### config.mk
export PLATFORM = sky130hd
export DESIGN_NAME = ram_256_16bit_reader_flat
export DESIGN_NICKNAME = d
export VERILOG_FILES = /design/src/rtl/ram_256_16bit_reader_pkg.sv /design/src/rtl/ram_256_16bit_reader_if.sv /design/src/rtl/ram_256_16bit_reader.sv /design/src/flat_wrapper.sv
export SDC_FILE = /design/constraint.sdc
export NUM_CORES = 1
export LEC_CHECK = 0
export BUFFER_PORTS_ARGS = -buffer_cell sky130_fd_sc_hd__buf_2
export CAP_MARGIN = 20
export CORE_ASPECT_RATIO = 1.1
export CORE_MARGIN = 2
export CORE_UTILIZATION = 40
export CTS_CLUSTER_SIZE = 20
export DETAILED_ROUTE_END_ITERATION = 10
export PLACE_DENSITY = 0.67
export SLEW_MARGIN = 15
export SYNTH_ARGS = -nofsm -noshare
export SYNTH_HDL_FRONTEND = slang
export SYNTH_SLANG_ARGS = --single-unit
### constraint.sdc
create_clock -name clk -period 5.2 [get_ports clk]
set_clock_uncertainty 0.15 [all_clocks]
set_input_delay 0.52 -clock clk [delete_from_list [all_inputs] [get_ports clk]]
set_output_delay 0.52 -clock clk [all_outputs]
set_load 0.005 [all_outputs]
### src/rtl/ram_256_16bit_reader_pkg.sv
// -----------------------------------------------------------------------------
// grb_ram_pkg
// Shared definitions for the 256x16 block-RAM buffer and its readout engine.
//   RAM_ADDR_W / RAM_DATA_W / RAM_DEPTH : geometry of the bin RAM
//   rd_state_e                          : readout FSM state encoding
//   pick_byte()                         : selects the high or low byte of a word
// -----------------------------------------------------------------------------
package grb_ram_pkg;

  localparam int unsigned RAM_ADDR_W = 8;
  localparam int unsigned RAM_DATA_W = 16;
  localparam int unsigned RAM_DEPTH  = 256;

  typedef enum logic [2:0] {
    ST_IDLE,
    ST_FETCH,
    ST_LATCH,
    ST_SEND_A,
    ST_SEND_B
  } rd_state_e;

  // hi=1 returns word[15:8], hi=0 returns word[7:0]
  function automatic logic [7:0] pick_byte(input logic [RAM_DATA_W-1:0] word,
                                           input logic                  hi);
    return hi ? word[15:8] : word[7:0];
  endfunction

endpackage : grb_ram_pkg

### src/rtl/ram_256_16bit_reader_if.sv
// -----------------------------------------------------------------------------
// ram_256_16bit_reader_if
// Bundles the RAM read/write port and the outgoing byte stream of the readout
// engine.
//   RAM side   : ram_raddr, ram_dout, ram_waddr, ram_din, ram_we
//   Stream side: out_data, out_valid, out_ready
// Modports:
//   master : the readout engine (drives addresses, write port, stream)
//   slave  : the environment (RAM + downstream framer)
// -----------------------------------------------------------------------------
interface ram_256_16bit_reader_if
  import grb_ram_pkg::*;
();

  logic [RAM_ADDR_W-1:0] ram_raddr;
  logic [RAM_DATA_W-1:0] ram_dout;
  logic [RAM_ADDR_W-1:0] ram_waddr;
  logic [RAM_DATA_W-1:0] ram_din;
  logic                  ram_we;
  logic [7:0]            out_data;
  logic                  out_valid;
  logic                  out_ready;

  modport master (
    output ram_raddr,
    output ram_waddr,
    output ram_din,
    output ram_we,
    output out_data,
    output out_valid,
    input  ram_dout,
    input  out_ready
  );

  modport slave (
    input  ram_raddr,
    input  ram_waddr,
    input  ram_din,
    input  ram_we,
    input  out_data,
    input  out_valid,
    output ram_dout,
    output out_ready
  );

endinterface : ram_256_16bit_reader_if

### src/rtl/ram_256_16bit_reader.sv
// -----------------------------------------------------------------------------
// ram_256_16bit_reader
// Readout engine for the 256x16 bin RAM. On a start pulse it walks addresses
// 0..NUM_WORDS-1 through the synchronous RAM read port and serialises each
// 16-bit word as two bytes on a valid/ready byte stream.
//
// Parameters:
//   NUM_WORDS : words read per run (1..256)
//   MSB_FIRST : 1 = high byte of each word first, 0 = low byte first
//
// Ports:
//   clk   : single clock (same as RAM read/write clock)
//   rst_n : asynchronous active-low reset
//   start : one-cycle request to begin a run (ignored while busy)
//   busy  : run in progress; upstream writer must hold off RAM writes
//   done  : one-cycle pulse after the last byte is accepted
//   bus   : RAM port + byte stream (ram_256_16bit_reader_if.master)
//
// Build option:
//   RAM_READER_CLEAR_ON_READ_EN : when defined, each bin is written to zero
//   in the cycle its read data is captured (clear-on-read). When undefined the
//   RAM write port is tied off.
// -----------------------------------------------------------------------------
module ram_256_16bit_reader
  import grb_ram_pkg::*;
#(
  parameter int unsigned NUM_WORDS = 256,
  parameter int unsigned MSB_FIRST = 1
) (
  input  logic                   clk,
  input  logic                   rst_n,
  input  logic                   start,
  output logic                   busy,
  output logic                   done,
  ram_256_16bit_reader_if.master bus
);

  localparam logic [RAM_ADDR_W-1:0] LAST_ADDR = RAM_ADDR_W'(NUM_WORDS - 1);
  localparam logic                  HI_FIRST  = (MSB_FIRST != 0);

  rd_state_e             state_q, state_d;
  logic [RAM_ADDR_W-1:0] addr_q,  addr_d;
  logic [RAM_ADDR_W-1:0] raddr_q, raddr_d;
  logic [RAM_DATA_W-1:0] word_q,  word_d;
  logic [7:0]            data_q,  data_d;
  logic                  valid_q, valid_d;
  logic                  busy_q,  busy_d;
  logic                  done_q,  done_d;

  logic accept;
  logic last_word;

  assign accept    = valid_q && bus.out_ready;
  assign last_word = (addr_q == LAST_ADDR);

  // ---------------------------------------------------------------------------
  // State and datapath registers
  // ---------------------------------------------------------------------------
  always_ff @(posedge clk or negedge rst_n) begin
    if (!rst_n) begin
      state_q <= ST_IDLE;
      addr_q  <= '0;
      raddr_q <= '0;
      word_q  <= '0;
      data_q  <= '0;
      valid_q <= 1'b0;
      busy_q  <= 1'b0;
      done_q  <= 1'b0;
    end else begin
      state_q <= state_d;
      addr_q  <= addr_d;
      raddr_q <= raddr_d;
      word_q  <= word_d;
      data_q  <= data_d;
      valid_q <= valid_d;
      busy_q  <= busy_d;
      done_q  <= done_d;
    end
  end

  // ---------------------------------------------------------------------------
  // Next-state logic
  // ---------------------------------------------------------------------------
  always_comb begin
    state_d = state_q;
    unique case (state_q)
      ST_IDLE:   if (start) state_d = ST_FETCH;
      ST_FETCH:  state_d = ST_LATCH;
      ST_LATCH:  state_d = ST_SEND_A;
      ST_SEND_A: if (accept) state_d = ST_SEND_B;
      ST_SEND_B: if (accept) state_d = last_word ? ST_IDLE : ST_FETCH;
      default:   state_d = ST_IDLE;
    endcase
  end

  // ---------------------------------------------------------------------------
  // Output / datapath next values
  // ---------------------------------------------------------------------------
  always_comb begin
    addr_d  = addr_q;
    raddr_d = raddr_q;
    word_d  = word_q;
    data_d  = data_q;
    valid_d = valid_q;
    busy_d  = busy_q;
    done_d  = 1'b0;
    unique case (state_q)
      ST_IDLE: begin
        if (start) begin
          addr_d  = '0;
          raddr_d = '0;
          busy_d  = 1'b1;
        end
      end
      ST_FETCH: begin
        // RAM samples raddr_q at the end of this cycle
      end
      ST_LATCH: begin
        word_d  = bus.ram_dout;
        data_d  = pick_byte(bus.ram_dout, HI_FIRST);
        valid_d = 1'b1;
      end
      ST_SEND_A: begin
        if (accept) data_d = pick_byte(word_q, !HI_FIRST);
      end
      ST_SEND_B: begin
        if (accept) begin
          valid_d = 1'b0;
          if (last_word) begin
            busy_d = 1'b0;
            done_d = 1'b1;
          end else begin
            addr_d  = addr_q + 1'b1;
            raddr_d = addr_q + 1'b1;
          end
        end
      end
      default: begin
        valid_d = 1'b0;
        busy_d  = 1'b0;
      end
    endcase
  end

  // ---------------------------------------------------------------------------
  // RAM write port (clear-on-read)
  // ---------------------------------------------------------------------------
`ifdef RAM_READER_CLEAR_ON_READ_EN
  // The read of addr_q completed in FETCH; zeroing it in LATCH lands on the
  // same edge that captures the word, so the stored value is never lost.
  logic clr_we;
  always_comb begin
    clr_we        = (state_q == ST_LATCH);
    bus.ram_we    = clr_we;
    bus.ram_waddr = clr_we ? addr_q : '0;
    bus.ram_din   = '0;
  end
`else
  assign bus.ram_we    = 1'b0;
  assign bus.ram_waddr = '0;
  assign bus.ram_din   = '0;
`endif

  assign busy          = busy_q;
  assign done          = done_q;
  assign bus.ram_raddr = raddr_q;
  assign bus.out_data  = data_q;
  assign bus.out_valid = valid_q;

endmodule : ram_256_16bit_reader

### src/flat_wrapper.sv
// flat-port wrapper written by rule: the top's interface ports become plain ports
module ram_256_16bit_reader_flat import grb_ram_pkg::*;
#(
  parameter int unsigned NUM_WORDS = 256,
  parameter int unsigned MSB_FIRST = 1
)
  (clk, rst_n, start, busy, done, bus_ram_raddr, bus_ram_waddr, bus_ram_din, bus_ram_we, bus_out_data, bus_out_valid, bus_ram_dout, bus_out_ready);
  ram_256_16bit_reader_if bus_i ();
  input  logic clk;
  input  logic rst_n;
  input  logic start;
  output logic busy;
  output logic done;
  output wire logic [$bits(bus_i.ram_raddr)-1:0] bus_ram_raddr;
  output wire logic [$bits(bus_i.ram_waddr)-1:0] bus_ram_waddr;
  output wire logic [$bits(bus_i.ram_din)-1:0] bus_ram_din;
  output wire logic [$bits(bus_i.ram_we)-1:0] bus_ram_we;
  output wire logic [$bits(bus_i.out_data)-1:0] bus_out_data;
  output wire logic [$bits(bus_i.out_valid)-1:0] bus_out_valid;
  input wire logic [$bits(bus_i.ram_dout)-1:0] bus_ram_dout;
  input wire logic [$bits(bus_i.out_ready)-1:0] bus_out_ready;
  assign bus_ram_raddr = bus_i.ram_raddr;
  assign bus_ram_waddr = bus_i.ram_waddr;
  assign bus_ram_din = bus_i.ram_din;
  assign bus_ram_we = bus_i.ram_we;
  assign bus_out_data = bus_i.out_data;
  assign bus_out_valid = bus_i.out_valid;
  assign bus_i.ram_dout = bus_ram_dout;
  assign bus_i.out_ready = bus_out_ready;
  ram_256_16bit_reader #(.NUM_WORDS(NUM_WORDS), .MSB_FIRST(MSB_FIRST)) u_core (.clk(clk), .rst_n(rst_n), .start(start), .busy(busy), .done(done), .bus(bus_i));
endmodule
==> flow_results.org <==
** Outcome
- Result of the run :: complete, no violations

** Power
- Sequential cells burn 42.2% of the power.
- In this run, the clock network consumes 23.5% of the power.
- In this run the power density over the cells is 533 mW/mm².
- IR analysis of the VDD net gives a maximum drop of 343 µV.
- Leakage :: 0.971 nW
- Internal portion of total power :: 0.000661 W
- Switch Pwr :: 0.000358 W
- Combinational logic is responsible for 34.3% of the overall power.
- Switching part of the total :: 35.1%

** Timing
- Hold WS :: 124 ps
- Transition at the pin with the smallest max-transition slack :: 669 ps
- Based on the critical path, the design can be clocked at up to 490 MHz.
- Clock period minus worst slack :: 2040 ps
- Number of max-slew violations in the final report :: 0
- Part of the cycle the worst path needs :: 39.3%
- Final Hold Vio Count :: 0
- For the final routed database, the setup TNS stands at 0 ps.
- Setup repair after global routing left no endpoint under its margin.
- Headroom to the max-slew limit came out at 55.2%.
- Endpoints failing setup :: 0

** Synth
- After synthesis, the share of flip-flops with an asynchronous set or reset is 100%.
- Synthesized flop and latch total :: 30
- Post-synth EDFFs :: 0
- Among all flip-flop cells after synthesis, the most frequent one is sky130_fd_sc_hd__dfrtp_1.
- Cell type with the largest total area after synthesis :: sky130_fd_sc_hd__dfrtp_1
- Summing every instance area after synthesis gives 0.00169 mm².
- Cell count after synthesis :: 165
- Sequential element share of the synthesized area :: 44.3%
- For this run, the number of Yosys warnings is 0.
- The share of synthesized area in the top cell type comes to 44.3%.
- Counting distinct cell types in the post-synthesis netlist gives 36.
- Ranking of synthesized cells by area :: sky130_fd_sc_hd__dfrtp_1, sky130_fd_sc_hd__buf_4, sky130_fd_sc_hd__mux2i_1
- Syn Area/Cell :: 10.3 µm²

** Cells and area
- Share of post-route cells with drive strength above 1 :: 29.2%
- The area growth from synthesis to layout is 12.9%.
- In the final design database the tool counted 223 nets.
- Post-route non-filler standard cell count :: 254
- The number of antenna diodes in the final layout is 0.
- Summing all flip-flop and latch instances after layout gives 751 µm².
- Summing all multi-input logic gate instances after layout gives 785 µm².
- Fillers :: 396

** Clock network
- Clock tree synthesis selected as its root buffer the cell sky130_fd_sc_hd__clkbuf_8.
- Longest Clk Path Bufs :: 2
- Worst skew pair latency :: 280 ps
- H-tree depth reported by CTS :: 2
- Number of clock buffers inserted by TritonCTS :: 5
- Gates resized, CTS repair :: 0
- Setup bufs post-CTS :: 0
- After clock tree synthesis, the clock-pin slew on the worst setup and hold paths is 70 ps.
- TritonCTS built the clock tree.
- The tree built by TritonCTS fans out to 30 sinks.
- Cts-stage hold buffer count :: 0

** Min path
- The path class of the tightest hold or removal check is input port to asynchronous set/reset pin.

** Setup path
- Critical Setup Path Class :: flip-flop to flip-flop
- Category of the worst setup path launch point :: flip-flop
- Worst path required time :: 5250 ps
- Largest fanout on the critical path :: 12
- Arrival time worst endpoint :: 2090 ps
- The most critical setup path has its startpoint at u_core.state_q[0].
- The worst setup path is captured at a flip-flop.
- In this run the critical register-to-register path is launched from u_core.state_q[0].

** Drt
- Antenna-violating nets left :: 0
- Ratio of routed vias to standard cells :: 4.88
- DR DRC count :: 0
- Routed wire per std cell :: 12.3 µm
- Violation count after the first detailed-route iteration :: 79
- Across all layers, the routed design uses 1,239 vias.
- Router iterations before antenna repair :: 4
- Wires add up to 3.11 mm.

** Place
- Counting tap cells, the placed design contains a total of 247 instances.
- In this run the tool buffered the top-level ports with 38 buffer cells.
- Routability congestion estimate from global placement :: 0.804
- The wire-length estimate of the detail-placed layout is 2.24 mm.

** Floorplanning
- In this run the horizontal extent of the chip is 66.0 µm.
- Row generation in the floorplan step produced 24 rows.
- Core footprint :: 0.00402 mm²
- Starting density of the core :: 42.1%
- During I/O placement, the number of pins put on the boundary was 64.
- The die covers 0.00477 mm².
- In this run the vertical extent of the chip is 72.2 µm.

** Global routing
- Vias in the first global route :: 1,140
- The initial antenna violation count came to 0.
- The first global-routing pass estimated 5.08 mm of wire.
- Global routing used 14.1% of the available tracks across all layers.
- Entering global routing, the biggest net connects 31 pins.
- Overflow after GRT :: 0

** Flow run
- Max-cap violations in this run came to 0.
-- critical path, cell delays in order (launching register included) --
cell                      delay [ps]
sky130_fd_sc_hd__dfrtp_1         530
sky130_fd_sc_hd__nor4b_4         400
sky130_fd_sc_hd__a31oi_2         170
sky130_fd_sc_hd__or4_1           550
sky130_fd_sc_hd__a21oi_1         150
-- final timing paths --
check,slack (ps),end,cells past startpoint
setup / recovery,3160,u_core.addr_q[5],4
max in group asynchronous,4340,u_core.addr_q[5],1
min in group clk,320,u_core.word_q[1],2
hold / removal,120,u_core.bus.out_data[3],1
setup reg to reg,3160,u_core.addr_q[5],4
hold reg to reg,330,u_core.bus.out_data[6],2
-- metrics by stage --
stage	cell area [µm²]	power [W]	worst slack [ps]	utilization, %
finish	1910	0.00102	3160	47.5
CTS	1910	0.00103	3150	47.5
global route	1910	0.00111	3030	47.5
floorplan	1780	0.000703	3310	-
detailed placement	1800	0.000789	3160	44.7
global placement	1800	0.000780	3180	44.7
-- cell usage after synthesis (2+ instances only) --
library cell / number
sky130_fd_sc_hd__buf_4: 26
sky130_fd_sc_hd__mux2_2: 8
sky130_fd_sc_hd__inv_1: 2
sky130_fd_sc_hd__nand3_1: 3
sky130_fd_sc_hd__nor2b_1: 2
sky130_fd_sc_hd__o211ai_1: 2
sky130_fd_sc_hd__o21ai_1: 2
sky130_fd_sc_hd__nand4_1: 3
sky130_fd_sc_hd__o21ai_0: 11
sky130_fd_sc_hd__nor3_1: 2
sky130_fd_sc_hd__dfrtp_1: 30
sky130_fd_sc_hd__a21oi_1: 6
sky130_fd_sc_hd__nor2_1: 6
sky130_fd_sc_hd__mux2i_1: 10
sky130_fd_sc_hd__buf_6: 3
sky130_fd_sc_hd__nand2_1: 17
sky130_fd_sc_hd__o31ai_1: 6
sky130_fd_sc_hd__clkbuf_1: 2
sky130_fd_sc_hd__nand2b_1: 3
sky130_fd_sc_hd__and3_1: 3
sky130_fd_sc_hd__or4_1: 3
-- cell type report --
cell class                      instances  share of cell area, %
Inverter                                2                  0.393
Clock buffer                            6                   4.32
Multi-Input combinational cell        125                   41.1
Timing Repair Buffer                   38                   9.95
Tap cell                               52                   3.41
Sequential cell                        30                   39.3
Clock inverter                          1                   1.57
-- layout by cell type (no fill, tap or decap), types with 2 or more instances in the layout --
cell	n
sky130_fd_sc_hd__nand2b_1	3
sky130_fd_sc_hd__o211ai_1	2
sky130_fd_sc_hd__nor2_1	6
sky130_fd_sc_hd__mux2i_1	10
sky130_fd_sc_hd__nand2_1	17
sky130_fd_sc_hd__mux2_2	8
sky130_fd_sc_hd__inv_1	2
sky130_fd_sc_hd__nor3_1	2
sky130_fd_sc_hd__a21oi_1	6
sky130_fd_sc_hd__o31ai_1	6
sky130_fd_sc_hd__conb_1	25
sky130_fd_sc_hd__or4_1	3
sky130_fd_sc_hd__nand4_1	3
sky130_fd_sc_hd__dfrtp_1	30
sky130_fd_sc_hd__o21ai_0	11
sky130_fd_sc_hd__clkbuf_8	6
sky130_fd_sc_hd__buf_2	38
sky130_fd_sc_hd__nand3_1	3
sky130_fd_sc_hd__nor2b_1	2
sky130_fd_sc_hd__o21ai_1	2
sky130_fd_sc_hd__and3_1	3
-- cells by family after synthesis --
| logic type | after synthesis | synth area share [%] |
|---|---|---|
| and+or+nand+nor | 50 | 17.7 |
| buffers and inverters | 34 | 14.6 |
| AOI/OAI and AO/OA | 31 | 11.2 |
| DFF | 30 | 44.3 |
| muxes | 18 | 11.2 |
| adders and majority gates | 1 | 0.739 |
| other | 1 | 0.222 |
-- power by group through the flow --
stage	logic, W	clock network, W	registers (W)
4_1_cts	0.000357	0.000244	0.000430
5_1_grt	0.000403	0.000256	0.000447
6_report	0.000349	0.000240	0.000430
3_3_place_gp	0.000350	0	0.000430
3_5_place_dp	0.000358	0	0.000432
2_1_floorplan	0.000307	0	0.000396
-- metal layers --
metal  vias up  GRT usage [%]  share of wire [%]
li1        603              -                  -
met2        48           21.5                 46
met5         -              0                  0
met1       582           17.9                 45
met3         6           4.03                6.6
met4         0           7.94                2.0
-- sequential cells by signal (all words and copies together), names as in the netlist --
signal,cells
u_core.busy,1
u_core.bus.out_valid,1
u_core.bus.out_data,8
u_core.state_q,3
u_core.word_q,8
u_core.done,1
u_core.addr_q,8
Power figures use the tool's default switching activity.
